<file path="config.mk">
export PLATFORM = sky130hd
export DESIGN_NAME = hlsm_host_flat
export DESIGN_NICKNAME = d
export VERILOG_FILES = /design/src/rtl/hlsm_pkg.sv /design/src/rtl/hlsm_host_if.sv /design/src/rtl/hlsm_req_fifo.sv /design/src/rtl/hlsm_host.sv /design/src/flat_wrapper.sv
export SDC_FILE = /design/constraint.sdc
export NUM_CORES = 1
export LEC_CHECK = 0
export ABC_CLOCK_PERIOD_IN_PS = 5650
export BUFFER_PORTS_ARGS = -buffer_cell sky130_fd_sc_hd__buf_2
export CELL_PAD_IN_SITES_DETAIL_PLACEMENT = 0
export CELL_PAD_IN_SITES_GLOBAL_PLACEMENT = 1
export CORE_MARGIN = 2
export CORE_UTILIZATION = 50
export DETAILED_ROUTE_END_ITERATION = 6
export HOLD_SLACK_MARGIN = 0.03
export PLACE_DENSITY = 0.86
export SKIP_CTS_REPAIR_TIMING = 1
export SLEW_MARGIN = 20
export SYNTH_ARGS = -nofsm -noshare
export SYNTH_HDL_FRONTEND = slang
export SYNTH_SLANG_ARGS = --single-unit
</file>
<file path="constraint.sdc">
create_clock -name clk -period 5.65 [get_ports clk]
set_input_delay 1.4125 -clock clk [delete_from_list [all_inputs] [get_ports clk]]
set_output_delay 1.4125 -clock clk [all_outputs]
set_load 0.005 [all_outputs]
</file>
<file path="src/rtl/hlsm_pkg.sv">
// Shared definitions for the HLSM triangular-sum engine, its host sequencer and benches.
`timescale 1ns/1ps
package hlsm_pkg;

  localparam int unsigned HLSM_N_W = 4;

  typedef enum logic [1:0] {
    IDLE  = 2'd0,
    START = 2'd1,
    WAIT  = 2'd2,
    GAP   = 2'd3
  } hlsm_state_e;

  // Engine latency in cycles from the start strobe to the result window.
  function automatic int unsigned hlsm_latency(input int unsigned n);
    return 2 * n + 2;
  endfunction

  // n(n-1)/2 truncated to the default operand width.
  function automatic logic [HLSM_N_W-1:0] tri_sum(input logic [HLSM_N_W-1:0] n);
    logic [2*HLSM_N_W-1:0] prod;
    prod = (2*HLSM_N_W)'(n) * ((2*HLSM_N_W)'(n) - (2*HLSM_N_W)'(1));
    return HLSM_N_W'(prod >> 1);
  endfunction

endpackage

</file>
<file path="src/rtl/hlsm_host_if.sv">
// Request, engine and response signals of the HLSM host bundled as one interface.
`timescale 1ns/1ps
interface hlsm_host_if
  import hlsm_pkg::*;
#(
  parameter int unsigned N_W = HLSM_N_W
);

  logic           req_valid;
  logic [N_W-1:0] req_n;
  logic           req_ready;
  logic           hlsm_b;
  logic [N_W-1:0] hlsm_n;
  logic [N_W-1:0] hlsm_result;
  logic           rsp_valid;
  logic [N_W-1:0] rsp_n;
  logic [N_W-1:0] rsp_result;
  logic [N_W-1:0] rsp_expected;
  logic           rsp_mismatch;
  logic           busy;

  // Host side: accepts requests, drives the engine, emits responses.
  modport slave (
    input  req_valid, req_n, hlsm_result,
    output req_ready, hlsm_b, hlsm_n,
    output rsp_valid, rsp_n, rsp_result, rsp_expected, rsp_mismatch, busy
  );

  // Environment side: request source plus the engine result.
  modport master (
    output req_valid, req_n, hlsm_result,
    input  req_ready, hlsm_b, hlsm_n,
    input  rsp_valid, rsp_n, rsp_result, rsp_expected, rsp_mismatch, busy
  );

endinterface

</file>
<file path="src/rtl/hlsm_req_fifo.sv">
// Show-ahead request FIFO; head is visible on dout whenever empty is low.
`timescale 1ns/1ps
module hlsm_req_fifo
  import hlsm_pkg::*;
#(
  parameter int unsigned WIDTH = HLSM_N_W,
  parameter int unsigned DEPTH = 4
) (
  input  logic             clk,
  input  logic             rst,
  input  logic             push,
  input  logic             pop,
  input  logic [WIDTH-1:0] din,
  output logic [WIDTH-1:0] dout,
  output logic             empty,
  output logic             full
);

  localparam int unsigned AW    = $clog2(DEPTH);
  localparam int unsigned CNT_W = AW + 1;

  logic [WIDTH-1:0] r_mem [DEPTH];
  logic [AW-1:0]    r_wr_ptr;
  logic [AW-1:0]    r_rd_ptr;
  logic [CNT_W-1:0] r_count;
  logic             r_empty;
  logic             r_full;

  logic             w_do_push;
  logic             w_do_pop;
  logic [CNT_W-1:0] w_count_nxt;

  // Qualify strobes with the registered flags and derive next occupancy.
  always_comb begin
    w_do_push   = push & ~r_full;
    w_do_pop    = pop & ~r_empty;
    w_count_nxt = r_count;
    if (w_do_push && !w_do_pop) begin
      w_count_nxt = r_count + CNT_W'(1);
    end else if (!w_do_push && w_do_pop) begin
      w_count_nxt = r_count - CNT_W'(1);
    end
  end

  // Storage array; contents need no reset since flags gate visibility.
  always_ff @(posedge clk) begin
    if (w_do_push) begin
      r_mem[r_wr_ptr] <= din;
    end
  end

  // Pointers, occupancy and registered status flags.
  always_ff @(posedge clk or negedge rst) begin
    if (!rst) begin
      r_wr_ptr <= '0;
      r_rd_ptr <= '0;
      r_count  <= '0;
      r_empty  <= 1'b1;
      r_full   <= 1'b0;
    end else begin
      if (w_do_push) begin
        r_wr_ptr <= r_wr_ptr + AW'(1);
      end
      if (w_do_pop) begin
        r_rd_ptr <= r_rd_ptr + AW'(1);
      end
      r_count <= w_count_nxt;
      r_empty <= (w_count_nxt == '0);
      r_full  <= (w_count_nxt == CNT_W'(DEPTH));
    end
  end

  assign dout  = r_mem[r_rd_ptr];
  assign empty = r_empty;
  assign full  = r_full;

endmodule

</file>
<file path="src/rtl/hlsm_host.sv">
// Initiator-side sequencer: queues operands, strobes the HLSM engine, times and
// captures its result, and returns it with a locally computed expected value.
`timescale 1ns/1ps
module hlsm_host
  import hlsm_pkg::*;
#(
  parameter int unsigned N_W        = HLSM_N_W,
  parameter int unsigned FIFO_DEPTH = 4
) (
  input  logic        clk,
  input  logic        rst,
  hlsm_host_if.slave  bus
);

  localparam int unsigned CNT_W  = N_W + 1;
  localparam int unsigned PROD_W = 2 * N_W;

  hlsm_state_e      r_state;
  logic [CNT_W-1:0] r_cnt;
  logic             r_hlsm_b;
  logic [N_W-1:0]   r_hlsm_n;
  logic             r_rsp_valid;
  logic [N_W-1:0]   r_rsp_n;
  logic [N_W-1:0]   r_rsp_result;
  logic [N_W-1:0]   r_rsp_expected;
  logic             r_rsp_mismatch;

  logic             w_push;
  logic             w_pop;
  logic             w_empty;
  logic             w_full;
  logic [N_W-1:0]   w_head;
  logic [PROD_W-1:0] w_prod;
  logic [N_W-1:0]   w_expected;

  // Full queue refuses pushes even on an edge where the FSM pops.
  assign w_push = bus.req_valid & ~w_full;
  assign w_pop  = (r_state == IDLE) & ~w_empty;

  hlsm_req_fifo #(
    .WIDTH (N_W),
    .DEPTH (FIFO_DEPTH)
  ) u_req_fifo (
    .clk   (clk),
    .rst   (rst),
    .push  (w_push),
    .pop   (w_pop),
    .din   (bus.req_n),
    .dout  (w_head),
    .empty (w_empty),
    .full  (w_full)
  );

  // Expected result from the held operand: n*(n-1) in double width, halved, truncated.
  assign w_prod     = PROD_W'(r_hlsm_n) * (PROD_W'(r_hlsm_n) - PROD_W'(1));
  assign w_expected = N_W'(w_prod >> 1);

  // Sequencer: pop, strobe, count down the engine latency, capture, respond.
  always_ff @(posedge clk or negedge rst) begin
    if (!rst) begin
      r_state        <= IDLE;
      r_cnt          <= '0;
      r_hlsm_b       <= 1'b0;
      r_hlsm_n       <= '0;
      r_rsp_valid    <= 1'b0;
      r_rsp_n        <= '0;
      r_rsp_result   <= '0;
      r_rsp_expected <= '0;
      r_rsp_mismatch <= 1'b0;
    end else begin
      r_hlsm_b    <= 1'b0;
      r_rsp_valid <= 1'b0;
      case (r_state)
        IDLE: begin
          if (!w_empty) begin
            r_hlsm_n <= w_head;
            r_hlsm_b <= 1'b1;
            r_state  <= START;
          end
        end
        START: begin
          // 2n+1 cycles until the engine result window.
          r_cnt   <= {r_hlsm_n, 1'b1};
          r_state <= WAIT;
        end
        WAIT: begin
          if (r_cnt == '0) begin
            r_rsp_n        <= r_hlsm_n;
            r_rsp_result   <= bus.hlsm_result;
            r_rsp_expected <= w_expected;
            r_rsp_mismatch <= (bus.hlsm_result != w_expected);
            r_rsp_valid    <= 1'b1;
            r_state        <= GAP;
          end else begin
            r_cnt <= r_cnt - CNT_W'(1);
          end
        end
        GAP: begin
          r_state <= IDLE;
        end
        default: begin
          r_state <= IDLE;
        end
      endcase
    end
  end

  assign bus.req_ready    = ~w_full;
  assign bus.hlsm_b       = r_hlsm_b;
  assign bus.hlsm_n       = r_hlsm_n;
  assign bus.rsp_valid    = r_rsp_valid;
  assign bus.rsp_n        = r_rsp_n;
  assign bus.rsp_result   = r_rsp_result;
  assign bus.rsp_expected = r_rsp_expected;
  assign bus.rsp_mismatch = r_rsp_mismatch;
  assign bus.busy         = (r_state != IDLE) | ~w_empty;

endmodule

</file>
<file path="src/flat_wrapper.sv">
// flat-port wrapper written by rule: the top's interface ports become plain ports
module hlsm_host_flat import hlsm_pkg::*;
#(
  parameter int unsigned N_W        = HLSM_N_W,
  parameter int unsigned FIFO_DEPTH = 4
)
  (clk, rst, bus_req_valid, bus_req_n, bus_hlsm_result, bus_req_ready, bus_hlsm_b, bus_hlsm_n, bus_rsp_valid, bus_rsp_n, bus_rsp_result, bus_rsp_expected, bus_rsp_mismatch, bus_busy);
  hlsm_host_if #(.N_W(N_W)) bus_i ();
  input  logic clk;
  input  logic rst;
  input wire logic [$bits(bus_i.req_valid)-1:0] bus_req_valid;
  input wire logic [$bits(bus_i.req_n)-1:0] bus_req_n;
  input wire logic [$bits(bus_i.hlsm_result)-1:0] bus_hlsm_result;
  output wire logic [$bits(bus_i.req_ready)-1:0] bus_req_ready;
  output wire logic [$bits(bus_i.hlsm_b)-1:0] bus_hlsm_b;
  output wire logic [$bits(bus_i.hlsm_n)-1:0] bus_hlsm_n;
  output wire logic [$bits(bus_i.rsp_valid)-1:0] bus_rsp_valid;
  output wire logic [$bits(bus_i.rsp_n)-1:0] bus_rsp_n;
  output wire logic [$bits(bus_i.rsp_result)-1:0] bus_rsp_result;
  output wire logic [$bits(bus_i.rsp_expected)-1:0] bus_rsp_expected;
  output wire logic [$bits(bus_i.rsp_mismatch)-1:0] bus_rsp_mismatch;
  output wire logic [$bits(bus_i.busy)-1:0] bus_busy;
  assign bus_i.req_valid = bus_req_valid;
  assign bus_i.req_n = bus_req_n;
  assign bus_i.hlsm_result = bus_hlsm_result;
  assign bus_req_ready = bus_i.req_ready;
  assign bus_hlsm_b = bus_i.hlsm_b;
  assign bus_hlsm_n = bus_i.hlsm_n;
  assign bus_rsp_valid = bus_i.rsp_valid;
  assign bus_rsp_n = bus_i.rsp_n;
  assign bus_rsp_result = bus_i.rsp_result;
  assign bus_rsp_expected = bus_i.rsp_expected;
  assign bus_rsp_mismatch = bus_i.rsp_mismatch;
  assign bus_busy = bus_i.busy;
  hlsm_host #(.N_W(N_W), .FIFO_DEPTH(FIFO_DEPTH)) u_core (.clk(clk), .rst(rst), .bus(bus_i));
endmodule
</file>
==> out/results.ini, run 1 <==
[setup_path]
crit_type=reg2reg
worstPathMaxFanout=7
required_ns=5.85
crit_arrival_ns=3.70
max_stage_delay_ns=0.52
cp_num_buf_inv=1
crit_chain=inv_1, ha_1, nand2b_1, fa_1, fa_1, fa_1, xnor2_1, xnor2_1, xnor2_1, mux2_2
critPathSlowestCell=fa_1
crit_path_end_kind=flip-flop
path_delay_family=adder cells
critPathLaunchType=flip-flop

[synthesis]
syn_area_per_cell_um2=12.42
synth_top_flop_cell=dfrtp_1
synth_nets=244
syn_inst=209
seq_area_frac_synth_pct=52.29
netlist_area_um2=2596
synth-edff-count=16
synth_cell_types=43
ys_ff_latch=51
synth_warnings=0
ys_async_sr_fraction_pct=68.63

[layout]
stdcell_count=313
layout.nets=277
layout-drive-gt1-share_pct=23.46
synthToLayoutAreaGrowth_pct=12.58
diodes=0

[sta]
final-max-slew-violation-count=0
finalHoldViolCount=0
whs_ns=0.4758
finalSetupTns_ns=0
max-slew-margin-rel_pct=47.51
fmax_mhz=285.2
setup_viol=0
finClkSkew_ns=0.004865
worst_slack_ns=2.143
fin_crit_ns=3.507
layout_worst_path_cycle_share_pct=62.07
worst_pin_slew_ns=0.7873
rsz0062_at_grt=false

[placement]
preCtsSetupSlack_ns=2.130
place.gp.congestion=0.7581
dp.final_hpwl_mm=3.128
dp.cells=305
io_buffers=31

[power_and_ir_drop]
p_int_uw=1041
powerDensity_nw_per_um2=570.1
p_sw_uw=625.0
p_seq_share_pct=38.5
total_power_uw=1666
comb_power_share_pct=46.0
pwr-share-clk_pct=15.5
ir_drop_mv=0.2420
power_leakage_uw=0.001331
swShare_pct=37.51

[route]
avgViaCountPerCell=5.026
num_vias=1573
drc=0
drt-initial-drc-count=86
finalWirelength_mm=4.304
antenna_left=0
routedWlPerCell_um=13.75
first_pass_iters=4

[clocking]
clock_latency_ns=0.31
htreeDepth=2
cts_buffer_depth=2
clock_sink_count=51
cts-root-buf=clkbuf_8
cts_tree=built
cts_buffers=5
path_clk_slew_ns=0.09

[die]
die_height_um=76.06
ios=32
fp-row-count=26
core-area_um2=5075
die_area_um2=5785
fp.dieW_um=76.06
initial_core_util_pct=51.16

[global_routing]
antenna_found_initial=0
grt_pass1_wl_mm=7.527
grtUsageTotal_pct=16.48
overflow=0
grt_start_max_net_pins=36
grt_pass1_vias=1571

[worst_hold_path]
hold_path.class=reg2reg

[run_status]
status=finished, final reports clean

[job]
maxCapViolCount=0

[layer usage]
metal / vias to the layer above / GRT usage (%) / part of all wire [%]
met4: 0 / 6.182 / 1.6
met2: 28 / 27.77 / 49
li1: 781 / - / -
met3: 6 / 3.791 / 3.6
met5: - / 0 / 0
met1: 758 / 20.85 / 46
[path summary, 6_finish.rpt]
path / start / endpoint / slack, ns / cells past startpoint
hold / removal: u_core.bus.rsp_result[3] / u_core.bus.rsp_result[3] / 0.48 / 2
min in group asynchronous: rst / u_core.bus.rsp_valid / 1.18 / 1
hold reg to reg: u_core.bus.rsp_result[3] / u_core.bus.rsp_result[3] / 0.48 / 2
setup / recovery: u_core.bus.hlsm_n[0] / u_core.bus.rsp_expected[3] / 2.14 / 10
max in group asynchronous: rst / u_core.r_state[1] / 3.97 / 1
setup reg to reg: u_core.bus.hlsm_n[0] / u_core.bus.rsp_expected[3] / 2.14 / 10
[worst min-delay path: cells and delay by family (launching register included)]
kind             cells  cell delay [ns]
DFF                  1             0.35
and+or+nand+nor      2             0.10
[flip-flops by register name, indices dropped and copies added, names as in the netlist]
name / flops
u_core.bus.hlsm_b: 1
u_core.bus.hlsm_n: 4
u_core.bus.rsp_expected: 4
u_core.bus.rsp_mismatch: 1
u_core.bus.rsp_n: 4
u_core.bus.rsp_result: 4
u_core.bus.rsp_valid: 1
u_core.r_cnt: 5
u_core.r_state: 2
u_core.u_req_fifo.empty: 1
u_core.u_req_fifo.full: 1
u_core.u_req_fifo.r_count: 3
u_core.u_req_fifo.r_mem: 16
u_core.u_req_fifo.r_rd_ptr: 2
u_core.u_req_fifo.r_wr_ptr: 2
[placed cells by master (no fill, tap or decap), types with 2 or more instances in the layout]
cell type / instances
fa_1: 3
buf_2: 31
nor2_1: 6
ha_1: 21
nand2b_1: 4
or3_1: 2
inv_1: 18
nor2b_1: 4
dfrtp_1: 34
xor2_1: 2
mux2_2: 9
nand2_1: 24
xnor2_1: 11
and2_1: 5
edfxtp_1: 16
nor4_1: 2
o21ai_0: 9
mux4_2: 4
clkbuf_8: 5
nor3_1: 2
a21oi_1: 4
and3_1: 3
[through the flow]
| step | utilization (%) | instance area (µm²) |
|---|---|---|
| detailed placement | 55.33 | 2808 |
| finish | 57.59 | 2923 |
| global placement | 55.33 | 2808 |
| global route | 57.59 | 2923 |
| CTS | 57.59 | 2923 |
| floorplan | - | 2596 |
[logic make-up after synthesis]
family | count (synthesis) | synth area share [%]
AND/OR/NAND/NOR | 59 | 12.39
flip-flops | 51 | 52.29
AO/OA/AOI/OAI | 24 | 6.025
adder cells (fa/ha/maj) | 24 | 12.43
buffers and inverters | 23 | 3.807
XOR/XNOR | 14 | 5.301
multiplexers | 14 | 7.759
[cell usage after synthesis (2+ instances only)]
cell type / instances / area, µm²
nand2b_1: 4 / 25.02
nor4_1: 2 / 12.51
or3_1: 2 / 12.51
dfrtp_1: 34 / 850.8
edfxtp_1: 16 / 480.5
ha_1: 21 / 262.8
a21oi_1: 4 / 20.02
buf_2: 4 / 20.02
and3_1: 3 / 18.77
nor2b_1: 4 / 25.02
mux2_2: 9 / 101.4
mux4_2: 4 / 90.09
nor3_1: 2 / 10.01
inv_1: 18 / 67.56
fa_1: 3 / 60.06
o21ai_0: 9 / 45.04
xor2_1: 2 / 17.52
nand2_1: 24 / 90.09
and2_1: 5 / 31.28
xnor2_1: 11 / 96.34
nor2_1: 6 / 22.52
[final cells by class]
class                      instances  area (µm²)
clock buffer                       5       68.82
clock inverter                     3       46.29
fill                             461        2152
inverter                          18       67.56
multi-input combinational        135        1140
sequential                        51        1358
tap                               70       87.58
timing repair buffer              31       155.1
[power by group through the flow]
stage,clock network [µW],registers (µW),logic [µW]
floorplan,0,622,597
CTS,266,645,782
detailed placement,0,652,771
finish,258,642,766
global placement,0,644,755
global route,280,668,869
No activity file was read; power rests on OpenSTA's default activity.
==> run 2: changes to the inputs <==
--- a/config.mk
+++ b/config.mk
@@ -5,15 +5,15 @@
 export SDC_FILE = /design/constraint.sdc
 export NUM_CORES = 1
 export LEC_CHECK = 0
-export ABC_CLOCK_PERIOD_IN_PS = 5650
+export ABC_CLOCK_PERIOD_IN_PS = 3000
 export BUFFER_PORTS_ARGS = -buffer_cell sky130_fd_sc_hd__buf_2
 export CELL_PAD_IN_SITES_DETAIL_PLACEMENT = 0
 export CELL_PAD_IN_SITES_GLOBAL_PLACEMENT = 1
 export CORE_MARGIN = 2
-export CORE_UTILIZATION = 50
+export CORE_UTILIZATION = 42
 export DETAILED_ROUTE_END_ITERATION = 6
 export HOLD_SLACK_MARGIN = 0.03
-export PLACE_DENSITY = 0.86
+export PLACE_DENSITY = 0.77
 export SKIP_CTS_REPAIR_TIMING = 1
 export SLEW_MARGIN = 20
 export SYNTH_ARGS = -nofsm -noshare
==> constraint.sdc (replaced) <==
create_clock -name clk -period 3 [get_ports clk]
set_input_delay 0.75 -clock clk [delete_from_list [all_inputs] [get_ports clk]]
set_output_delay 0.75 -clock clk [all_outputs]
set_load 0.005 [all_outputs]
==> run 2 against run 1 <==
- the flow now finishes with violations (setup timing)
- total power rose by 93%
- clock-buffer cell count up 1
- combinational power is 110% higher
- via count grew 2.1%
- global-route usage fell by 2.1 points
- clock power increased by 56%
- cell count increased by 4.2%
- core utilization is 7.1 points lower
- sequential power increased by 82%
- clock skew rose by 0.0048 ns
- routed wire length increased by 1.9%
- highest routed layer unchanged
==> out/results.ini, run 2 (synthesis gave the netlist of run 1 again) <==
[sta]
worst_pin_slew_ns=0.8032  ; +0.01589 ns
setup_viol=2  ; +2
finClkSkew_ns=0.009638  ; +0.004773 ns
fmax_mhz=327.4  ; +15%
finalSetupTns_ns=-0.07135  ; -0.07135 ns
final-max-slew-violation-count=0  ; unchanged
whs_ns=0.4858  ; +0.01002 ns
fin_crit_ns=3.054  ; -0.4523 ns
layout_worst_path_cycle_share_pct=101.8  ; +40 points
finalHoldViolCount=0  ; unchanged
max-slew-margin-rel_pct=46.45  ; -1.1 points
worst_slack_ns=-0.05444  ; -2.198 ns
rsz0062_at_grt=true

[setup_path]
critPathSlowestCell=fa_1
reg2reg_slack_ns=-0.05  ; -2.20 ns
worstPathMaxFanout=2  ; -5
required_ns=3.20  ; -2.65 ns
critPathLaunchType=flip-flop
crit_arrival_ns=3.25  ; -0.45 ns
crit_path_end_kind=flip-flop
max_stage_delay_ns=0.53  ; about the same
crit_type=reg2reg
crit_chain=inv_4, ha_4, nand2b_4, fa_1, fa_1, fa_2, xnor2_2, xnor2_2, xnor2_1, mux2_4

[layout]
synthToLayoutAreaGrowth_pct=15.90
layout.nets=285  ; +2.9%
regArea_um2=1360  ; +0.18%
final_cell_mix=dfrtp_1 (32), buf_2 (31), nand2_1 (24), ha_1 (20)
top_register=u_core.u_req_fifo.r_mem
top_regs=u_core.u_req_fifo.r_mem (16), u_core.r_cnt (5)
diodes=0  ; unchanged
largest_reg_flops=16  ; unchanged
layout-drive-gt1-share_pct=29.08  ; +5.6 points
multiInputGateArea_um2=1181  ; +3.6%
num-fill-cells=552  ; +20%
layout_commonest_cell=dfrtp_1

[global_routing]
overflow=0  ; unchanged
grtUsageTotal_pct=14.37  ; -2.1 points
grt_pass1_vias=1544  ; -1.7%
grt_pass1_wl_mm=7.348  ; -2.4%
antenna_found_initial=0  ; unchanged
grt_start_max_net_pins=36  ; unchanged

[die]
initial_core_util_pct=43.59  ; -7.6 points
die_area_um2=6826  ; +18%
core-area_um2=5956  ; +17%
fp-row-count=28  ; +7.7%
ios=32  ; unchanged
die_height_um=82.62  ; +8.6%
fp.dieW_um=82.62  ; +8.6%

[route]
drc=0  ; unchanged
num_vias=1606  ; +2.1%
routedWlPerCell_um=13.45  ; -2.2%
finalWirelength_mm=4.386  ; +1.9%
avgViaCountPerCell=4.926  ; -2.0%
first_pass_iters=4  ; unchanged
drt-initial-drc-count=70  ; -19%
antenna_left=0  ; unchanged

[clocking]
path_clk_slew_ns=0.10  ; about the same
clock_latency_ns=0.31  ; about the same
clock_sink_count=51  ; unchanged
cts_buffers=5  ; unchanged
cts_tree=built
htreeDepth=2  ; unchanged
cts_buffer_depth=2  ; unchanged
cts-root-buf=clkbuf_8

[run_status]
violations=setup timing
status=finished with violations

[worst_hold_path]
hold_path.class=reg2reg

[power_and_ir_drop]
ir_drop_mv=0.4623  ; +91%
power_leakage_uw=0.001373  ; +3.2%
powerDensity_nw_per_um2=1067  ; +87%

[job]
maxCapViolCount=0  ; unchanged

[placement]
place.gp.congestion=0.7709  ; +1.7%
dp.final_hpwl_mm=3.216  ; +2.8%
io_buffers=31  ; unchanged

==> run 2: cell types whose count changed in the layout (fill, tap and decap cells not counted), moves of 2 or more <==
| cell | previous run | this run |
|---|---|---|
| buf_4 | 0 | 8 |
| dfrtp_2 | 0 | 2 |
| inv_1 | 18 | 16 |
| xnor2_2 | 0 | 2 |
| xnor2_1 | 11 | 9 |
| dfrtp_1 | 34 | 32 |
==> run 2: final timing paths <==
kind | cells after the start | to | startpoint
max in group asynchronous | 1 | u_core.bus.hlsm_n[1] | rst
worst min-delay path | 2 | u_core.bus.rsp_result[3] | u_core.bus.rsp_result[3]
min in group asynchronous | 1 | u_core.bus.rsp_result[3] | rst
worst max-delay path | 10 | u_core.bus.rsp_expected[3] | u_core.bus.hlsm_n[0]
worst max register to register | 10 | u_core.bus.rsp_expected[3] | u_core.bus.hlsm_n[0]
worst min register to register | 2 | u_core.bus.rsp_result[3] | u_core.bus.rsp_result[3]
==> run 2: report_power, final <==
group	switching [µW]	internal (µW)	leakage, µW	total [µW]
registers	192	983	0.000571	1170
clock network	234	168	0.0000418	402
logic	786	847	0.000760	1630
total	1210	2000	0.00137	3210
==> run 2: critical path: cells and delay by family (launching register included) <==
family / cells / cell delay, ns
fa+ha+maj: 4 / 1.55
xor+xnor: 3 / 0.48
flops: 1 / 0.44
mux: 1 / 0.27
simple gates: 1 / 0.14
buf+inv: 1 / 0.07
==> run 2: metal layers <==
| metal | GRT usage, % | vias to the layer above | wire length, µm |
|---|---|---|---|
| li1 | - | 799 | - |
| met1 | 19.29 | 774 | 2032 |
| met2 | 22.82 | 28 | 2150 |
| met3 | 2.935 | 5 | 156 |
| met4 | 5.902 | 0 | 46 |
| met5 | 0 | - | 0 |
==> run 2: cell type report <==
cell class	count	area share (%)
flip-flops and latches	51	45.20
well taps	75	3.118
repair buffers	39	7.152
multi-input cells	135	39.25
clock buffers	6	2.412
clock inverters	2	0.5405
inverters	18	2.328
==> run 2: through the flow <==
step / worst slack [ns] / std cells / total power, µW / instance area, µm² / utilization [%]
after global placement: 0.05731 / 316 / 2720 / 2879 / 48.34
after detailed placement: -0.007090 / 316 / 2763 / 2879 / 48.34
final: -0.05444 / 326 / 3210 / 3009 / 50.53
after CTS: -0.02580 / 324 / 3169 / 2968 / 49.83
after global routing: -0.1804 / 326 / 3519 / 3009 / 50.53
after floorplan: 0.02968 / 209 / 2316 / 2616 / -
==> run 3: changes to the inputs <==
--- a/config.mk
+++ b/config.mk
@@ -13,9 +13,11 @@
 export CORE_UTILIZATION = 42
 export DETAILED_ROUTE_END_ITERATION = 6
 export HOLD_SLACK_MARGIN = 0.03
-export PLACE_DENSITY = 0.77
+export MAX_ROUTING_LAYER = met4
+export PLACE_DENSITY_LB_ADDON = 0.25
 export SKIP_CTS_REPAIR_TIMING = 1
 export SLEW_MARGIN = 20
 export SYNTH_ARGS = -nofsm -noshare
 export SYNTH_HDL_FRONTEND = slang
 export SYNTH_SLANG_ARGS = --single-unit
+export TNS_END_PERCENT = 100
==> run 3 against run 2 <==
- the flow now finishes without violations
- critical path depth is the same
- worst setup slack improved by 0.11 ns
- non-clock buffer count down 2
- total power is 1.4% lower
- routed wire length down 4.2%
- critical endpoint unchanged
==> out/results.ini, run 3 (synthesis gave the netlist of run 1 again) <==
[run_status]
status=finished, final reports clean

[setup_path]
crit_path_end_kind=flip-flop
crit_chain=inv_4, ha_4, nand2b_4, fa_1, fa_1, fa_2, xnor2_2, xnor2_2, xnor2_1, mux2_4
path_delay_family=adder cells
crit_type=reg2reg
worstPathMaxFanout=2  ; unchanged
critPathLaunchType=flip-flop
crit_arrival_ns=3.14  ; -0.11 ns
required_ns=3.20  ; about the same
max_stage_delay_ns=0.48  ; -0.05 ns
critPathSlowestCell=fa_1
cp.depth=10  ; unchanged
reg2reg_slack_ns=0.06  ; +0.11 ns
cp_num_buf_inv=1  ; unchanged
rr_worst_depth=10  ; unchanged

[layout]
stdcell_count=324  ; -0.61%
largest_reg_flops=16  ; unchanged
num-fill-cells=567  ; +2.7%
top_regs=u_core.u_req_fifo.r_mem (16), u_core.r_cnt (5)
top_register=u_core.u_req_fifo.r_mem
diodes=0  ; unchanged
final_cell_mix=dfrtp_1 (32), buf_2 (31), nand2_1 (24), ha_1 (20)
final_util_pct=50.36  ; -0.17 points
layout_commonest_cell=dfrtp_1
layout-drive-gt1-share_pct=28.92  ; -0.17 points
synthToLayoutAreaGrowth_pct=15.52
layout.nets=283  ; -0.70%

[power_and_ir_drop]
powerDensity_nw_per_um2=1055  ; -1.1%
p_seq_share_pct=37.2  ; +0.6 points
pwr-share-clk_pct=13.0  ; +0.5 points
comb_power_share_pct=49.8  ; -1.1 points
p_sw_uw=1192  ; -1.7%
swShare_pct=37.66  ; -0.10 points
power_leakage_uw=0.001369  ; -0.31%
ir_drop_mv=0.4230  ; -8.5%
p_int_uw=1973  ; -1.3%

[worst_hold_path]
holdPathStages=2  ; unchanged
hold_path.class=reg2reg

[global_routing]
grt_start_max_net_pins=36  ; unchanged
grtUsageTotal_pct=14.27  ; -0.10 points
antenna_found_initial=0  ; unchanged
overflow=0  ; unchanged
grt_pass1_wl_mm=7.134  ; -2.9%
grt_pass1_vias=1552  ; +0.52%

[die]
initial_core_util_pct=43.59  ; unchanged
die_area_um2=6826  ; unchanged
core-area_um2=5956  ; unchanged
die_height_um=82.62  ; unchanged
fp-row-count=28  ; unchanged
ios=32  ; unchanged
fp.dieW_um=82.62  ; unchanged

[sta]
rsz0062_at_grt=true
finClkSkew_ns=0.003697  ; -0.005941 ns
whs_ns=0.4831  ; -0.002713 ns
worst_pin_slew_ns=0.7806  ; -0.02262 ns
setup_viol=0  ; -2
finalHoldViolCount=0  ; unchanged
worst_slack_ns=0.05872  ; +0.1132 ns
final-max-slew-violation-count=0  ; unchanged
fin_crit_ns=2.941  ; -0.1132 ns
max-slew-margin-rel_pct=47.96  ; +1.5 points
fmax_mhz=340.0  ; +3.8%
finalSetupTns_ns=0  ; +0.07135 ns
layout_worst_path_cycle_share_pct=98.04  ; -3.8 points

[clocking]
path_clk_slew_ns=0.10  ; about the same
clock_sink_count=51  ; unchanged
cts_buffer_depth=2  ; unchanged
clock_latency_ns=0.30  ; about the same
cts_tree=built
cts_buffers=5  ; unchanged
htreeDepth=2  ; unchanged
cts-root-buf=clkbuf_8

[route]
avgViaCountPerCell=4.944  ; +0.37%
finalWirelength_mm=4.202  ; -4.2%
routedWlPerCell_um=12.97  ; -3.6%
drc=0  ; unchanged
drt-initial-drc-count=40  ; -43%
antenna_left=0  ; unchanged
num_vias=1602  ; -0.25%
first_pass_iters=4  ; unchanged

[job]
maxCapViolCount=0  ; unchanged

[placement]
place.gp.congestion=0.8045  ; +4.4%
dp.final_hpwl_mm=3.074  ; -4.4%
dp.cells=316  ; unchanged
io_buffers=31  ; unchanged
preCtsSetupSlack_ns=0.01105  ; +0.01814 ns

## run 3: changes by cell type in the layout (fill, tap and decap cells not counted)
| cell | previous run | this run |
|---|---|---|
| a21oi_1 | 4 | 3 |
| clkinv_4 | 0 | 2 |
| inv_6 | 1 | 0 |
| buf_4 | 8 | 6 |
| clkinvlp_4 | 1 | 0 |
| a21oi_2 | 0 | 1 |
## run 3: power by group through the flow
stage	clock network, µW	registers (µW)	logic (µW)
2_1_floorplan	0	1180	1140
4_1_cts	423	1180	1550
5_1_grt	450	1220	1800
6_report	410	1180	1580
3_3_place_gp	0	1190	1530
3_5_place_dp	0	1190	1550
## run 3: path summary, 6_finish.rpt
check	startpoint	endpoint
setup / recovery	u_core.bus.hlsm_n[0]	u_core.bus.rsp_expected[3]
hold / removal	u_core.bus.rsp_result[3]	u_core.bus.rsp_result[3]
setup reg to reg	u_core.bus.hlsm_n[0]	u_core.bus.rsp_expected[3]
hold reg to reg	u_core.bus.rsp_result[3]	u_core.bus.rsp_result[3]
max in group asynchronous	rst	u_core.bus.hlsm_n[0]
min in group asynchronous	rst	u_core.bus.rsp_expected[1]
## run 3: layout make-up
| class | count | area [µm²] | share of cell area [%] |
|---|---|---|---|
| tap | 75 | 93.84 | 3.129 |
| timing repair buffer | 37 | 200.2 | 6.675 |
| clock inverter | 2 | 17.52 | 0.5841 |
| multi-input combinational | 135 | 1185 | 39.51 |
| sequential | 51 | 1360 | 45.35 |
| inverter | 18 | 70.07 | 2.336 |
| clock buffer | 6 | 72.57 | 2.420 |
## run 3: routing by layer
metal  vias up  GRT usage, %  part of all wire [%]
met5         -             -                     0
met4         0         3.443                  0.86
met2        23         23.47                    49
met1       779         17.61                    47
met3         4         3.913                   3.1
li1        796             -                     -
## run 3: worst register-to-register path: stages (launching register included)
cell      delay [ns]
dfrtp_2         0.44
inv_4           0.07
ha_4            0.20
nand2b_4        0.14
fa_1            0.46
fa_1            0.48
fa_2            0.36
xnor2_2         0.15
xnor2_2         0.15
xnor2_1         0.13
mux2_4          0.26
## run 3: stage by stage
step / power (µW) / cell area, µm²
after global placement: 2715 / 2879
after detailed placement: 2737 / 2879
final: 3164 / 2999
after floorplan: 2316 / 2616
after CTS: 3152 / 2969
after global routing: 3478 / 2999
